[config.mk]
export PLATFORM = sky130hd
export DESIGN_NAME = seq_serializer_flat
export DESIGN_NICKNAME = d
export VERILOG_FILES = /design/src/rtl/seq_serializer_if.sv /design/src/rtl/seq_serializer.sv /design/src/flat_wrapper.sv
export SDC_FILE = /design/constraint.sdc
export NUM_CORES = 1
export LEC_CHECK = 0
export CORE_UTILIZATION = 43
export CTS_CLUSTER_SIZE = 16
export DETAILED_ROUTE_END_ITERATION = 12
export GPL_TIMING_DRIVEN = 0
export PLACE_DENSITY_LB_ADDON = 0.15
export SKIP_CTS_REPAIR_TIMING = 1
export SLEW_MARGIN = 20
export SYNTH_ARGS = -nofsm -noshare
export SYNTH_HDL_FRONTEND = slang
export SYNTH_SLANG_ARGS = --single-unit
[constraint.sdc]
create_clock -name clk -period 1.6 [get_ports clk]
set_input_delay 0.24 -clock clk [delete_from_list [all_inputs] [get_ports clk]]
set_output_delay 0.24 -clock clk [all_outputs]
set_load 0.01 [all_outputs]
[src/rtl/seq_serializer_if.sv]
// Word-in / bit-out bundle between an upstream word source (master)
// and the serializer (slave).
interface seq_serializer_if #(
  parameter int WIDTH = 14
);
  logic [WIDTH-1:0] data_in;
  logic             data_valid;
  logic             data_ready;
  logic             seq_out;
  logic             seq_valid;
  logic             busy;
  logic [4:0]       bit_cnt;

  modport master (
    output data_in, data_valid,
    input  data_ready, seq_out, seq_valid, busy, bit_cnt
  );

  modport slave (
    input  data_in, data_valid,
    output data_ready, seq_out, seq_valid, busy, bit_cnt
  );
endinterface

[src/rtl/seq_serializer.sv]
// Parallel-to-serial front end: WIDTH-bit words in over valid/ready,
// one bit per clock out, MSB first, with gapless back-to-back streaming.
module seq_serializer #(
  parameter int   WIDTH      = 14,
  parameter logic IDLE_LEVEL = 1'b0
) (
  input  logic          clk,
  input  logic          rst_n,
  seq_serializer_if.slave bus
);

  typedef enum logic {IDLE, SHIFT} state_t;

  localparam logic [4:0] LAST = 5'(WIDTH - 1);

  state_t           state_q;
  // Only the not-yet-transmitted bits are kept; the MSB goes straight to seq_out_q.
  logic [WIDTH-2:0] rest_q;
  logic             seq_out_q;
  logic             seq_valid_q;
  logic             busy_q;
  logic [4:0]       bit_cnt_q;

  logic ready_d;
  logic xfer_d;

  assign ready_d = rst_n && ((state_q == IDLE) || (bit_cnt_q == LAST));
  assign xfer_d  = ready_d && bus.data_valid;

  always_ff @(posedge clk or negedge rst_n) begin
    if (!rst_n) begin
      state_q     <= IDLE;
      rest_q      <= '0;
      seq_out_q   <= IDLE_LEVEL;
      seq_valid_q <= 1'b0;
      busy_q      <= 1'b0;
      bit_cnt_q   <= 5'd0;
    end else begin
      case (state_q)
        IDLE: begin
          if (xfer_d) begin
            state_q     <= SHIFT;
            rest_q      <= bus.data_in[WIDTH-2:0];
            seq_out_q   <= bus.data_in[WIDTH-1];
            seq_valid_q <= 1'b1;
            busy_q      <= 1'b1;
            bit_cnt_q   <= 5'd0;
          end
        end
        SHIFT: begin
          if (bit_cnt_q != LAST) begin
            rest_q    <= rest_q << 1;
            seq_out_q <= rest_q[WIDTH-2];
            bit_cnt_q <= bit_cnt_q + 5'd1;
          end else if (xfer_d) begin
            // Last bit overlaps the next load so the stream has no bubble.
            rest_q      <= bus.data_in[WIDTH-2:0];
            seq_out_q   <= bus.data_in[WIDTH-1];
            seq_valid_q <= 1'b1;
            busy_q      <= 1'b1;
            bit_cnt_q   <= 5'd0;
          end else begin
            state_q     <= IDLE;
            seq_out_q   <= IDLE_LEVEL;
            seq_valid_q <= 1'b0;
            busy_q      <= 1'b0;
            bit_cnt_q   <= 5'd0;
          end
        end
        default: state_q <= IDLE;
      endcase
    end
  end

  assign bus.data_ready = ready_d;
  assign bus.seq_out    = seq_out_q;
  assign bus.seq_valid  = seq_valid_q;
  assign bus.busy       = busy_q;
  assign bus.bit_cnt    = bit_cnt_q;

endmodule
[src/flat_wrapper.sv]
// flat-port wrapper written by rule: the top's interface ports become plain ports
module seq_serializer_flat 
#(
  parameter int   WIDTH      = 14,
  parameter logic IDLE_LEVEL = 1'b0
)
  (clk, rst_n, bus_data_in, bus_data_valid, bus_data_ready, bus_seq_out, bus_seq_valid, bus_busy, bus_bit_cnt);
  seq_serializer_if #(.WIDTH(WIDTH)) bus_i ();
  input  logic clk;
  input  logic rst_n;
  input wire logic [$bits(bus_i.data_in)-1:0] bus_data_in;
  input wire logic [$bits(bus_i.data_valid)-1:0] bus_data_valid;
  output wire logic [$bits(bus_i.data_ready)-1:0] bus_data_ready;
  output wire logic [$bits(bus_i.seq_out)-1:0] bus_seq_out;
  output wire logic [$bits(bus_i.seq_valid)-1:0] bus_seq_valid;
  output wire logic [$bits(bus_i.busy)-1:0] bus_busy;
  output wire logic [$bits(bus_i.bit_cnt)-1:0] bus_bit_cnt;
  assign bus_i.data_in = bus_data_in;
  assign bus_i.data_valid = bus_data_valid;
  assign bus_data_ready = bus_i.data_ready;
  assign bus_seq_out = bus_i.seq_out;
  assign bus_seq_valid = bus_i.seq_valid;
  assign bus_busy = bus_i.busy;
  assign bus_bit_cnt = bus_i.bit_cnt;
  seq_serializer #(.WIDTH(WIDTH), .IDLE_LEVEL(IDLE_LEVEL)) u_core (.clk(clk), .rst_n(rst_n), .bus(bus_i));
endmodule
==> flow_summary_export.csv, run 1 <==
group,metric,value,unit
status,status,"complete, but fails checks",
status,violations,"setup timing",
power,pwr_density_cell,1546,nW/µm²
hold_path,min_path_type,"primary input to register",
die,chipWidth,51.00,µm
clock_network,path_clk_slew,0.12,ns
layout,drive_gt1_frac,0.1940,
sta,timing.setup.tns,-0.08842,ns
layout,area_growth,38.67,%
job,maxCapViolations,0,
synth,synthTopCellsByCount,"21 x dfrtp_1, 15 x nand3_1, 14 x mux2i_1",
synth,ys_async_sr_fraction,1.000,
sta,hold_violations,0,
clock_network,clk_latency,0.30,ns
sta,period_minus_slack,1.680,ns
sta,tightestPinTransition,0.4482,ns
synth,ys_warn_count,0,
sta,setup_viol,2,
die,coreArea,2233,µm²
sta,finalClockSkew,0.001100,ns
detailed_routing,drtAntennaViolNets,0,
placed_design,place_ws,-1.048,ns
die,row_count,17,
sta,fin_crit_sh,1.050,
layout,antenna_cells,0,
sta,rsz0062_at_grt,"true",
sta,slew_violations,0,
setup_path,worstPathMaxFanout,6,
synth,ys_types,24,
layout,final_cells,162,
die,fp.dieH,51.00,µm
grt,first_global_vias,778,
clock_network,root_buffer,"clkbuf_4",
grt,grt_max_degree,27,
power,p_leak,0.0006954,µW
setup_path,critPathRequiredTime,1.36,ns
power,finalPower,2212,µW
clock_network,cts_buffers,3,
placed_design,port_buffers,25,
synth,synthesis.area,1032,µm²
placed_design,dp_cells,151,
setup_path,end_kind,"output pin",
synth,syn-instance-count,98,
detailed_routing,post_drt_wl_per_cell,13.94,µm
layout,postLayoutCoreUtil,0.6409,
setup_path,reg2reg_from,"u_core.bus.bit_cnt[1]$_DFFE_PN0P_",
setup_path,arrival,1.44,ns
sta,fmax,0.5953,GHz
clock_network,cts_tree,"built",
hold_path,min_from,"rst_n",
grt,grt_pass1_wl,3.505,mm
die,start_util,0.4622,
power,irDropWorstVdd,1.018,mV
die,io_pins,26,
synth,ys.flop_type,"dfrtp_1",
synth,synth-seq-cells,21,
setup_path,crit_path_start,"u_core.bus.bit_cnt[1]$_DFFE_PN0P_",
die,die-area,2600,µm²
clock_network,htree_num_levels,1,
setup_path,path_class,"register to output pin",
layout,nNetsFinal,154,
synth,synth.most_common_cell,"dfrtp_1",
synth,yosysTopAreaCell,"dfrtp_1",
detailed_routing,drtIter0Drc,27,
synth,synth_area_leaders,"dfrtp_1 51%, mux2i_1 14%, nand3_1 7.3%",
grt,grt.total_usage,0.1873,
setup_path,cp-start-kind,"register",
synth,syn_area_per_cell,10.53,µm²
grt,overflow,0,
synth,synth_top_cell_area_share,0.5091,
grt,antenna_found_initial,0,
synth,synth_edf_count,0,
sta,slew_headroom,0.7012,
placed_design,gp_congestion,0.7840,
detailed_routing,drc,0,
synth,syn_nets,117,
sta,setup_ws,-0.07971,ns
detailed_routing,wl,2.258,mm
synth,synth_sequential_area_ratio,0.5091,
detailed_routing,vias,891,
detailed_routing,via_per_inst,5.500,
detailed_routing,drtPass1Iterations,4,
clock_network,clockBufferDepth,2,
placed_design,hpwl,1.459,mm
clock_network,cts_sinks,21,
==> stage by stage <==
stage | area [µm²] | hold WS (ns)
after floorplan | 1032 | -0.05559
after global placement | 1318 | 0.4931
after detailed placement | 1318 | 0.4987
after CTS | 1344 | 0.5249
after global routing | 1431 | 0.2612
final | 1431 | 0.2472
==> area by class of cell <==
class | instances | area (µm²)
plain buffers | 6 | 37.54
clock buffers | 4 | 26.28
fillers | 196 | 802.0
inverters | 3 | 11.26
multi-input cells | 68 | 480.5
flip-flops and latches | 21 | 530.5
well taps | 28 | 35.03
repair buffers | 32 | 310.3
==> worst paths after layout <==
path	end	slack, ns	depth (start not counted)
worst max-delay path	bus_data_ready	-0.08	6
worst min-delay path	u_core.rest_q[0]$_DFF_PN0_	0.25	3
worst max register to register	u_core.bus.seq_out$_DFFE_PN0P_	-0.01	6
worst min register to register	u_core.rest_q[3]$_DFF_PN0_	0.53	2
max in group asynchronous	u_core.bus.bit_cnt[2]$_DFFE_PN0P_	0.90	3
min in group asynchronous	u_core.bus.seq_out$_DFFE_PN0P_	0.55	3
==> worst max-delay path: stages, from the launching register on <==
cell and delay (ns):
dfrtp_2 0.46, inv_2 0.08, ha_4 0.14, nand4b_4 0.12, nand2_4 0.10, and2_1 0.12, buf_2 0.12
==> metal layers <==
metal,track usage,share of wire,vias to the layer above,wire length (µm)
met5,0,0,-,0
li1,-,-,429,-
met1,0.2419,0.47,438,1063
met4,0.1204,0.011,0,25
met3,0.03869,0.044,2,99
met2,0.2829,0.47,22,1070
==> flip-flops by register name, indices dropped and copies added (netlist names) <==
name / flops
u_core.bus.bit_cnt: 5
u_core.bus.seq_out: 1
u_core.bus.seq_valid: 1
u_core.rest_q: 13
u_core.state_q: 1
==> cell families (layout without fill, tap and decap cells) <==
family          count (synthesis)  count (layout)  share of synthesized area
simple gates                   28              28                     0.1552
flops                          21              21                     0.5091
mux                            14              14                     0.1358
buf+inv                         9              45                    0.04484
fa+ha+maj                       2               2                    0.02424
compound gates                 24              24                     0.1309
==> layout by cell type (no fill, tap or decap), types with 2 or more instances in the layout <==
| master | instances |
|---|---|
| a21oi_1 | 4 |
| dfrtp_2 | 4 |
| clkdlybuf4s50_1 | 22 |
| clkbuf_4 | 3 |
| a31oi_1 | 2 |
| buf_4 | 6 |
| dfrtp_1 | 17 |
| inv_1 | 2 |
| nand2_1 | 6 |
| clkbuf_2 | 2 |
| o21ai_1 | 8 |
| nand3_1 | 15 |
| clkbuf_1 | 2 |
| buf_2 | 3 |
| mux2i_1 | 14 |
| o21ai_0 | 7 |
==> report_power, final <==
part	leakage, µW	internal [µW]	switching [µW]
clock network	0.0000150	97.2	162
logic	0.000410	562	484
registers	0.000270	731	175
total	0.000695	1390	822
No activity file was read; power rests on OpenSTA's default activity.
==> run 2: changes to the inputs <==
--- a/config.mk
+++ b/config.mk
@@ -5,8 +5,9 @@
 export SDC_FILE = /design/constraint.sdc
 export NUM_CORES = 1
 export LEC_CHECK = 0
+export CORE_ASPECT_RATIO = 1.1
 export CORE_UTILIZATION = 43
-export CTS_CLUSTER_SIZE = 16
+export CTS_CLUSTER_SIZE = 8
 export DETAILED_ROUTE_END_ITERATION = 12
 export GPL_TIMING_DRIVEN = 0
 export PLACE_DENSITY_LB_ADDON = 0.15
==> run 2 against run 1 <==
The run still ends with setup timing left. Register-to-register slack is essentially flat. Clock power shrank 3%. Critical path depth is the same. Sequential power is essentially flat. Final area grew 2.3%. Utilization grew 0.91 points. Worst hold slack gained 0.018 ns. Global-route usage shrank 0.51 points. Clock skew grew 0.0068 ns. Die area is essentially flat. Non-clock buffer count grew 4. Critical endpoint unchanged.
==> flow_summary_export.csv, run 2 (synthesis results as in run 1) <==
group,metric,value,unit
status,status,"complete, but fails checks",
status,violations,"setup timing",
detailed_routing,via_per_inst,5.387,
die,coreArea,2252,µm²
layout,multiInputGateArea,483.0,µm²
layout,final_common_cell,"clkdlybuf4s50_1",
grt,overflow,0,
power,finalPower,2258,µW
setup_path,crit_chain,"inv_2 -> ha_4 -> nand4b_4 -> nand2_4 -> and2_4 -> buf_6",
layout,drive_gt1_frac,0.2319,
clock_network,clockBufferDepth,2,
detailed_routing,drc,0,
die,chipWidth,48.72,µm
power,pwr_density_cell,1543,nW/µm²
detailed_routing,post_drt_wl_per_cell,13.27,µm
clock_network,cts_sinks,21,
setup_path,cp-start-kind,"register",
hold_path,hold_path_depth,3,
die,fp.dieH,53.39,µm
setup_path,slowest_stage,"dfrtp_2",
placed_design,port_buffers,25,
grt,grt_pass1_wl,3.574,mm
detailed_routing,drtAntennaViolNets,0,
sta,tightestPinTransition,0.9372,ns
sta,hold_violations,0,
die,die-area,2601,µm²
sta,setup_ws,-0.06754,ns
clock_network,path_clk_slew,0.12,ns
grt,grtUsageMet1,0.2126,
setup_path,critPathRequiredTime,1.36,ns
detailed_routing,vias,905,
job,maxCapViolations,0,
setup_path,worstPathMaxFanout,5,
layout,final_area,1464,µm²
layout,nNetsFinal,158,
power,p_leak,0.0007136,µW
clock_network,root_buffer,"clkbuf_4",
die,row_count,18,
layout,n_fill_cell,201,
detailed_routing,drtPass1Iterations,4,
layout,area_growth,41.82,%
clock_network,cts_tree,"built",
layout,largest_reg_flops,13,
setup_path,rr_worst_depth,6,
sta,fmax,0.5997,GHz
grt,met2_usage,0.3426,
grt,grt_use_met3,0.02011,
grt,first_global_vias,835,
layout,seqCellArea,530.5,µm²
grt,grt_busiest_layer,"met2",
layout,top_register,"u_core.rest_q",
clock_network,htree_num_levels,1,
grt,grt_max_degree,27,
setup_path,arrival,1.43,ns
sta,fin_crit_sh,1.042,
sta,slew_headroom,0.3732,
sta,slew_violations,0,
placed_design,gp_congestion,0.7006,
sta,finalClockSkew,0.007949,ns
placed_design,hpwl,1.500,mm
detailed_routing,drtIter0Drc,14,
sta,rsz0062_at_grt,"true",
sta,period_minus_slack,1.668,ns
power,irDropWorstVdd,0.7138,mV
clock_network,clk_latency,0.30,ns
setup_path,critPathMaxStageDelay,0.44,ns
grt,grt.total_usage,0.1822,
placed_design,place_area,1320,µm²
die,start_util,0.4583,
die,io_pins,26,
sta,setup_viol,2,
setup_path,end_kind,"output pin",
grt,antenna_found_initial,0,
layout,final_cell_mix,"22 x clkdlybuf4s50_1, 17 x dfrtp_1, 15 x nand3_1",
setup_path,path_class,"register to output pin",
clock_network,cts_buffers,3,
hold_path,min_path_type,"primary input to register",
layout,antenna_cells,0,
setup_path,crit_buf_inv,2,
setup_path,crit_cells,6,
detailed_routing,wl,2.230,mm
setup_path,cp_top_family,"flip-flops",
-- run 2: final timing paths --
| path | from | endpoint | slack [ns] |
|---|---|---|---|
| worst max-delay path | u_core.bus.bit_cnt[1]$_DFFE_PN0P_ | bus_data_ready | -0.07 |
| worst min-delay path | rst_n | u_core.rest_q[0]$_DFF_PN0_ | 0.27 |
| worst max register to register | u_core.bus.bit_cnt[1]$_DFFE_PN0P_ | u_core.bus.seq_out$_DFFE_PN0P_ | -0.01 |
| worst min register to register | u_core.bus.bit_cnt[4]$_DFFE_PN0P_ | u_core.bus.bit_cnt[4]$_DFFE_PN0P_ | 0.52 |
| max in group asynchronous | rst_n | u_core.bus.bit_cnt[0]$_DFFE_PN0P_ | 0.27 |
| min in group asynchronous | rst_n | u_core.state_q$_DFF_PN0_ | 0.70 |
-- run 2: area by class of cell --
class / count / area share
buffer: 6 / 0.02735
clock buffer: 3 / 0.01538
clock inverter: 1 / 0.003419
inverter: 3 / 0.007692
multi-input combinational: 68 / 0.3299
sequential: 21 / 0.3624
tap: 30 / 0.02564
timing repair buffer: 36 / 0.2282
-- run 2: per-stage QoR --
step	worst slack (ns)	util	instances	hold WS, ns	setup TNS (ns)
final	-0.06754	0.6500	168	0.2653	-0.07351
after global routing	-0.1557	0.6500	168	0.2657	-0.3374
after CTS	-0.9037	0.5983	157	0.5219	-10.80
after detailed placement	-1.004	0.5861	153	0.4963	-17.75
after global placement	-0.9967	0.5861	153	0.4927	-17.65
after floorplan	0.08560	-	98	-0.05559	0
-- run 2: worst reg2reg max path, stage by stage (launching register included) --
cell and delay (ns):
dfrtp_2 0.44, inv_2 0.07, ha_4 0.14, nand4b_4 0.15
buf_4 0.18, and2_4 0.17, a221o_1 0.34
-- run 2: layer usage --
layer  part of all wire  routed length (µm)
met3              0.031                  70
met5                  0                   0
met1               0.44                 978
met2               0.52                1167
met4             0.0058                  13
-- run 2: report_power, final --
group	leakage [µW]	internal (µW)	switching, µW
logic	0.000425	606	493
clock network	0.0000177	93.1	158
registers	0.000270	731	177
